--- src/rtl/rom_ctrl_pkg.sv ---
// rom_ctrl_pkg: FSM encoding and default sizing shared by the ROM sweep reader
package rom_ctrl_pkg;
    localparam int unsigned RomWidth       = 40;
    localparam int unsigned RomDigestWords = 2;
    localparam int unsigned DigestW        = RomWidth * RomDigestWords;
    // Linear (6,3) code: any two states differ in at least three bits
    typedef enum logic [5:0] {
        StIdle   = 6'b001011,
        StHash   = 6'b010101,
        StDigest = 6'b011110,
        StDone   = 6'b100110,
        StError  = 6'b101101
    } sweep_state_e;
endpackage

--- src/rtl/prim_fifo_sync.sv ---
// prim_fifo_sync: small synchronous FIFO with registered storage and no pass-through
module prim_fifo_sync #(
    parameter int unsigned Width = 8,
    parameter int unsigned Depth = 2,
    localparam int unsigned Pw = $clog2(Depth),
    localparam int unsigned Dw = $clog2(Depth + 1)
) (
    input  logic             clk_i,
    input  logic             rst_i,
    input  logic             clr_i,
    input  logic             wvalid_i,
    output logic             wready_o,
    input  logic [Width-1:0] wdata_i,
    output logic             rvalid_o,
    input  logic             rready_i,
    output logic [Width-1:0] rdata_o,
    output logic [Dw-1:0]    depth_o
);
    logic [Width-1:0] mem_q [Depth];
    logic [Pw-1:0] wptr_q, wptr_d, rptr_q, rptr_d;
    logic [Dw-1:0] depth_q, depth_d;
    logic push, pop;
    assign wready_o = depth_q < Dw'(Depth);
    assign rvalid_o = depth_q != '0;
    assign rdata_o  = mem_q[rptr_q];
    assign depth_o  = depth_q;
    assign push     = wvalid_i && wready_o;
    assign pop      = rvalid_o && rready_i;
    always_comb begin
        wptr_d  = clr_i ? '0 : push ? (wptr_q == Pw'(Depth - 1) ? '0 : wptr_q + Pw'(1)) : wptr_q;
        rptr_d  = clr_i ? '0 : pop ? (rptr_q == Pw'(Depth - 1) ? '0 : rptr_q + Pw'(1)) : rptr_q;
        depth_d = clr_i ? '0 : depth_q + Dw'(push) - Dw'(pop);
    end
    always_ff @(posedge clk_i or posedge rst_i) begin
        if (rst_i) begin
            wptr_q  <= '0;
            rptr_q  <= '0;
            depth_q <= '0;
        end else begin
            wptr_q  <= wptr_d;
            rptr_q  <= rptr_d;
            depth_q <= depth_d;
        end
    end
    always_ff @(posedge clk_i) begin
        if (push) mem_q[wptr_q] <= wdata_i;
    end
endmodule

--- src/rtl/rom_ctrl_sweep_reader.sv ---
// rom_ctrl_sweep_reader: sweeps the ROM once, streams hash words and captures the expected digest
module rom_ctrl_sweep_reader
    import rom_ctrl_pkg::*;
#(
    parameter int unsigned Width       = RomWidth,
    parameter int unsigned Depth       = 16,
    parameter int unsigned DigestWords = RomDigestWords,
    localparam int unsigned Aw = $clog2(Depth)
) (
    input  logic                         clk_i,
    input  logic                         rst_i,
    input  logic                         start_i,
    output logic                         req_o,
    output logic [Aw-1:0]                rom_addr_o,
    output logic [Aw-1:0]                prince_addr_o,
    input  logic                         rvalid_i,
    input  logic [Width-1:0]             scr_rdata_i,
    input  logic [Width-1:0]             clr_rdata_i,
    output logic                         kmac_valid_o,
    output logic [Width-1:0]             kmac_data_o,
    output logic                         kmac_last_o,
    input  logic                         kmac_ready_i,
    output logic [DigestWords*Width-1:0] exp_digest_o,
    output logic                         done_o,
    output logic                         alert_o
);
    localparam logic [Aw-1:0] LastAddr = Aw'(Depth - 1);
    localparam logic [Aw-1:0] LastHash = Aw'(Depth - DigestWords - 1);
    sweep_state_e state_q, state_d;
    logic [Aw-1:0] rom_cnt_q, rom_cnt_d, prince_cnt_q, prince_cnt_d, rd_addr_q, rd_addr_d;
    logic outst_q, req_done_q, req_done_d, dig_done_q, dig_done_d;
    logic [DigestWords*Width-1:0] exp_q, exp_d;
    logic [Width:0] head;
    logic [1:0] fifo_depth;
    logic fifo_rvalid, fifo_wready, active, room, push, cap, cap_last, pop, fault;
    assign active   = state_q == StHash || state_q == StDigest;
    // Count the in-flight read so a stalled hash engine can never overflow the buffer
    assign room     = !(fifo_depth[1] || (fifo_depth[0] && outst_q));
    assign req_o    = active && !req_done_q && (rom_cnt_q > LastHash || room);
    assign push     = rvalid_i && outst_q && !alert_o && rd_addr_q <= LastHash;
    assign cap      = rvalid_i && outst_q && !alert_o && rd_addr_q > LastHash;
    assign cap_last = cap && rd_addr_q == LastAddr;
    assign pop      = kmac_valid_o && kmac_ready_i;
    assign fault    = rom_cnt_q != prince_cnt_q || (rvalid_i && !outst_q) || (push && !fifo_wready);
    assign rom_addr_o    = rom_cnt_q;
    assign prince_addr_o = prince_cnt_q;
    assign kmac_valid_o  = fifo_rvalid && !alert_o;
    assign kmac_data_o   = head[Width-1:0];
    assign kmac_last_o   = kmac_valid_o && head[Width];
    assign exp_digest_o  = alert_o ? '0 : exp_q;
    assign done_o        = state_q == StDone;
    assign alert_o       = state_q == StError;
    prim_fifo_sync #(.Width(Width + 1), .Depth(2)) u_fifo (
        .clk_i    (clk_i),
        .rst_i    (rst_i),
        .clr_i    (alert_o),
        .wvalid_i (push),
        .wready_o (fifo_wready),
        .wdata_i  ({rd_addr_q == LastHash, scr_rdata_i}),
        .rvalid_o (fifo_rvalid),
        .rready_i (kmac_ready_i),
        .rdata_o  (head),
        .depth_o  (fifo_depth)
    );
    always_comb begin
        rom_cnt_d    = rom_cnt_q + Aw'(req_o && rom_cnt_q != LastAddr);
        prince_cnt_d = prince_cnt_q + Aw'(req_o && prince_cnt_q != LastAddr);
        rd_addr_d    = req_o ? rom_cnt_q : rd_addr_q;
        req_done_d   = req_done_q || (req_o && rom_cnt_q == LastAddr);
        dig_done_d   = dig_done_q || cap_last;
        exp_d        = exp_q;
        for (int k = 0; k < DigestWords; k++) begin
            if (cap && rd_addr_q == Aw'(Depth - DigestWords + k)) exp_d[k*Width +: Width] = clr_rdata_i;
        end
        state_d = state_q;
        case (state_q)
            StIdle:   state_d = start_i ? StHash : StIdle;
            StHash:   state_d = (pop && head[Width]) ? StDigest : StHash;
            StDigest: state_d = (cap_last || dig_done_q) ? StDone : StDigest;
            StDone:   state_d = StDone;
            default:  state_d = StError;
        endcase
        if (fault) state_d = StError;
    end
    always_ff @(posedge clk_i or posedge rst_i) begin
        if (rst_i) begin
            state_q      <= StIdle;
            rom_cnt_q    <= '0;
            prince_cnt_q <= '0;
            rd_addr_q    <= '0;
            outst_q      <= 1'b0;
            req_done_q   <= 1'b0;
            dig_done_q   <= 1'b0;
            exp_q        <= '0;
        end else begin
            state_q      <= state_d;
            rom_cnt_q    <= rom_cnt_d;
            prince_cnt_q <= prince_cnt_d;
            rd_addr_q    <= rd_addr_d;
            outst_q      <= req_o;
            req_done_q   <= req_done_d;
            dig_done_q   <= dig_done_d;
            exp_q        <= exp_d;
        end
    end
endmodule
--- config.mk ---
export PLATFORM = sky130hd
export DESIGN_NAME = rom_ctrl_sweep_reader
export DESIGN_NICKNAME = d
export VERILOG_FILES = /design/src/rtl/rom_ctrl_pkg.sv /design/src/rtl/prim_fifo_sync.sv /design/src/rtl/rom_ctrl_sweep_reader.sv
export SDC_FILE = /design/constraint.sdc
export NUM_CORES = 1
export LEC_CHECK = 0
export BUFFER_PORTS_ARGS = -buffer_cell sky130_fd_sc_hd__buf_2
export CORE_MARGIN = 1.5
export CORE_UTILIZATION = 54
export CTS_BUF_LIST = sky130_fd_sc_hd__clkbuf_2 sky130_fd_sc_hd__clkbuf_4 sky130_fd_sc_hd__clkbuf_8
export CTS_CLUSTER_SIZE = 30
export DETAILED_ROUTE_END_ITERATION = 6
export PLACE_DENSITY = 0.82
export SLEW_MARGIN = 15
export SYNTH_ARGS = -nofsm -noshare
export SYNTH_HDL_FRONTEND = slang
export SYNTH_SLANG_ARGS = --single-unit
--- constraint.sdc ---
create_clock -name clk_i -period 7.7 [get_ports clk_i]
set_input_delay 0.385 -clock clk_i [delete_from_list [all_inputs] [get_ports clk_i]]
set_output_delay 0.385 -clock clk_i [all_outputs]
set_load 0.005 [all_outputs]
==> flow_summary.toml <==
[clock_tree]
cts_tree = "done"
numCtsBuffers = 17
htree_levels = 4
worst_skew_pair.late_latency_ns = 0.47
path_clk_slew_ns = 0.11
clock_sinks = 187
clk_path_buf_depth = 2
cts_root_buffer = "clkbuf_8"
post_cts_resize_count = 0
cts_setup_buffers = 0

[final_layout]
final_util_pct = 67.2
final_cell_mix = "217 x buf_2, 124 x mux2_2, 101 x dfrtp_1"
area_delta_synth_final_pct = 21.3
final_common_cell = "buf_2"
nets = 813
drive_gt1_share_pct = 53.5
antenna_cells = 0
num-fill-cells = 1004
stdcell_area_um2 = 9330
instances_no_fill = 915

[timing]
finalWorstSetupSlack_ns = 4.91
finalSetupViolCount = 0
period_needed_ns = 2.79
fin_crit_sh_pct = 36.2
finalMaxSlewViolations = 0
fin_skew_ns = 0.0195
hold_viol = 0
worstMarginPinSlew_ns = 0.946
clock.fmax_ghz = 0.358
setup-tns-final_ns = 0
relSlewSlack_pct = 37.0
rsz0062_at_grt = "false"

[worst_setup_path]
r2r-end = "u_fifo.mem_q[1][0]"
rr_worst_depth = 4
rrSetupSlack_ns = 5.17
critical_path_class = "reg2out"
critical_path_required_ns = 7.32
start_kind = "flop"
cp-end-kind = "output port"
crit_arrival_ns = 2.40
rr_startpoint = "state_q[1]"
crit_fanout = 87

[floorplanning]
die_x_um = 122
die_y_um = 122
ios = 218
std_cell_rows = 43
core_um2 = 13900
start_util_pct = 55.4
dieArea_um2 = 15000

[drt]
num_vias = 4819
wl_um = 16000
wire_per_inst_um = 17.5
dr.pass1.iters = 6
ant_nets = 0
vias_per_cell = 5.27
drc = 0
drtIter0Drc = 248

[placement]
dpl-instance-area_um2 = 8960
dp_cells = 882
place.gp.congestion = 0.869
hpwlAfterDp_um = 10900
dp_worst_setup_slack_ns = 5.15
io_buffers = 217

[min_path]
min_from = "scr_rdata_i[31]"
worstHoldPathType = "in2reg"
min_path_cells = 1
whs_endpoint = "u_fifo.mem_q[0][31]"

[flow_run]
max_cap_violations = 0

[global_route]
grt_overflow = 0
antenna_found_initial = 1
grt_pass1_wl_um = 24900
grtUsageTotal_pct = 22.1
grt_pass1_vias = 5011
grt_max_degree = 88

[logic_synthesis]
yosysTopAreaCellShare_pct = 33.2
ys_types = 37
synth.avg_cell_area_um2 = 15.2
synth_edf_count = 82
yosys.area.top_type = "dfrtp_1"
synth_area_leaders = "dfrtp_1 33%, edfxtp_1 32%, mux2_2 18%"
synth_nets = 597
ys.flop_type = "dfrtp_1"
yosys_warnings = 0
ys_ff_latch = 187
syn_inst = 506
synth-seq-area-share_pct = 66.2
synth_area_um2 = 7690
synthArstFlopShare_pct = 56.1

[pwr]
power.leakage_nw = 4.34
switchingPower_uw = 394
ir_worst_vdd_uv = 127
switching_share_pct = 23.4
internal_power_mw = 1.29
clkPwrFrac_pct = 35.9
seq_power_share_pct = 61.8
pwr_density_cell_nw_per_um2 = 181
combPwrFrac_pct = 2.4

[outcome]
status = "complete, no violations"
-- state kept, by name, summed over array words and instances, names as in the netlist --
signal and count:
rom_addr_o 4, outst_q 1, exp_q 80, u_fifo.wptr_q 1, dig_done_q 1, u_fifo.rptr_q 1, prince_addr_o 4, state_q 6
req_done_q 1, u_fifo.depth_o 2, u_fifo.mem_q 82, rd_addr_q 4
-- synth_stat cells (all sizes together) (2+ instances only) --
| cell type | n |
|---|---|
| mux2 | 124 |
| dfrtp | 102 |
| nor2b | 83 |
| edfxtp | 82 |
| clkbuf | 17 |
| nor2 | 11 |
| buf | 9 |
| inv | 9 |
| xor2 | 8 |
| nand2 | 7 |
| ha | 6 |
| nand3 | 5 |
| nor3 | 5 |
| a31oi | 4 |
| xnor2 | 4 |
| dfstp | 3 |
| or3 | 3 |
| a21oi | 2 |
| and2 | 2 |
| nand2b | 2 |
| nand4 | 2 |
| o211ai | 2 |
| o21ai | 2 |
| or2 | 2 |
-- worst max-delay path, stage by stage (launching register included) --
cell and delay (ns):
dfstp_2 0.59, nand2b_4 0.08, nor3_2 0.17, buf_4 0.66
or2_2 0.27, nor2_1 0.05, buf_2 0.12
-- cell families (layout without fill, tap and decap cells) --
kind of cell               Yosys count  count (layout)  synth area share, %
AOI/OAI and AO/OA                   16              16                 1.71
xor gates and xnor gates            12              12                 1.37
adders and majority gates            6               6                0.976
buffers and inverters               35             264                 1.85
DFF                                187             187                 66.2
muxes                              125             125                 18.3
and+or+nand+nor                    125             125                 9.60
-- worst max path at each step --
| stage | to | cells past startpoint | from | slack (ns) |
|---|---|---|---|---|
| finish | kmac_last_o | 6 | state_q[3] | 4.91 |
| global route | kmac_last_o | 6 | state_q[0] | 4.71 |
| CTS | kmac_last_o | 6 | state_q[3] | 4.83 |
| detailed placement | u_fifo.mem_q[1][6] | 4 | state_q[1] | 5.15 |
| global placement | u_fifo.mem_q[1][30] | 4 | state_q[1] | 5.22 |
| floorplan | u_fifo.mem_q[0][0] | 3 | state_q[1] | 2.37 |
-- metrics by stage --
stage	hold slack, ns	total power, mW
2_1_floorplan	0.432	1.07
3_3_place_gp	0.454	1.10
3_5_place_dp	0.452	1.10
4_1_cts	0.0680	1.70
5_1_grt	0.0662	1.74
6_report	0.0948	1.69
-- final cells by class --
cell class / count / area (um^2) / area share (%)
Sequential cell: 187 / 5090 / 54.6
Multi-Input combinational cell: 284 / 2480 / 26.6
Timing Repair Buffer: 223 / 1130 / 12.1
Clock buffer: 17 / 234 / 2.51
Tap cell: 180 / 225 / 2.41
Clock inverter: 15 / 128 / 1.37
Inverter: 9 / 36.3 / 0.389
-- power groups by stage --
stage                     combinational [mW]  sequential (mW)  clock, mW
after floorplan                      0.00886             1.06          0
after global placement                0.0364             1.06          0
after detailed placement              0.0397             1.06          0
after CTS                             0.0402             1.04      0.619
after global routing                  0.0447             1.04      0.654
final                                 0.0397             1.04      0.605
-- layer usage --
layer | wire length, um | GRT usage (%) | vias up
li1 | - | - | 2217
met1 | 6370 | 26.7 | 2366
met2 | 7530 | 35.0 | 209
met3 | 1830 | 9.57 | 25
met4 | 305 | 8.79 | 2
met5 | 13 | 0 | -
-- repair_timing --
action                                  4_1_cts  5_1_grt
endpoints found under the setup margin        0        0
endpoints found under the hold margin        43        0
hold buffers                                  1        0
Power figures use the tool's default switching activity.
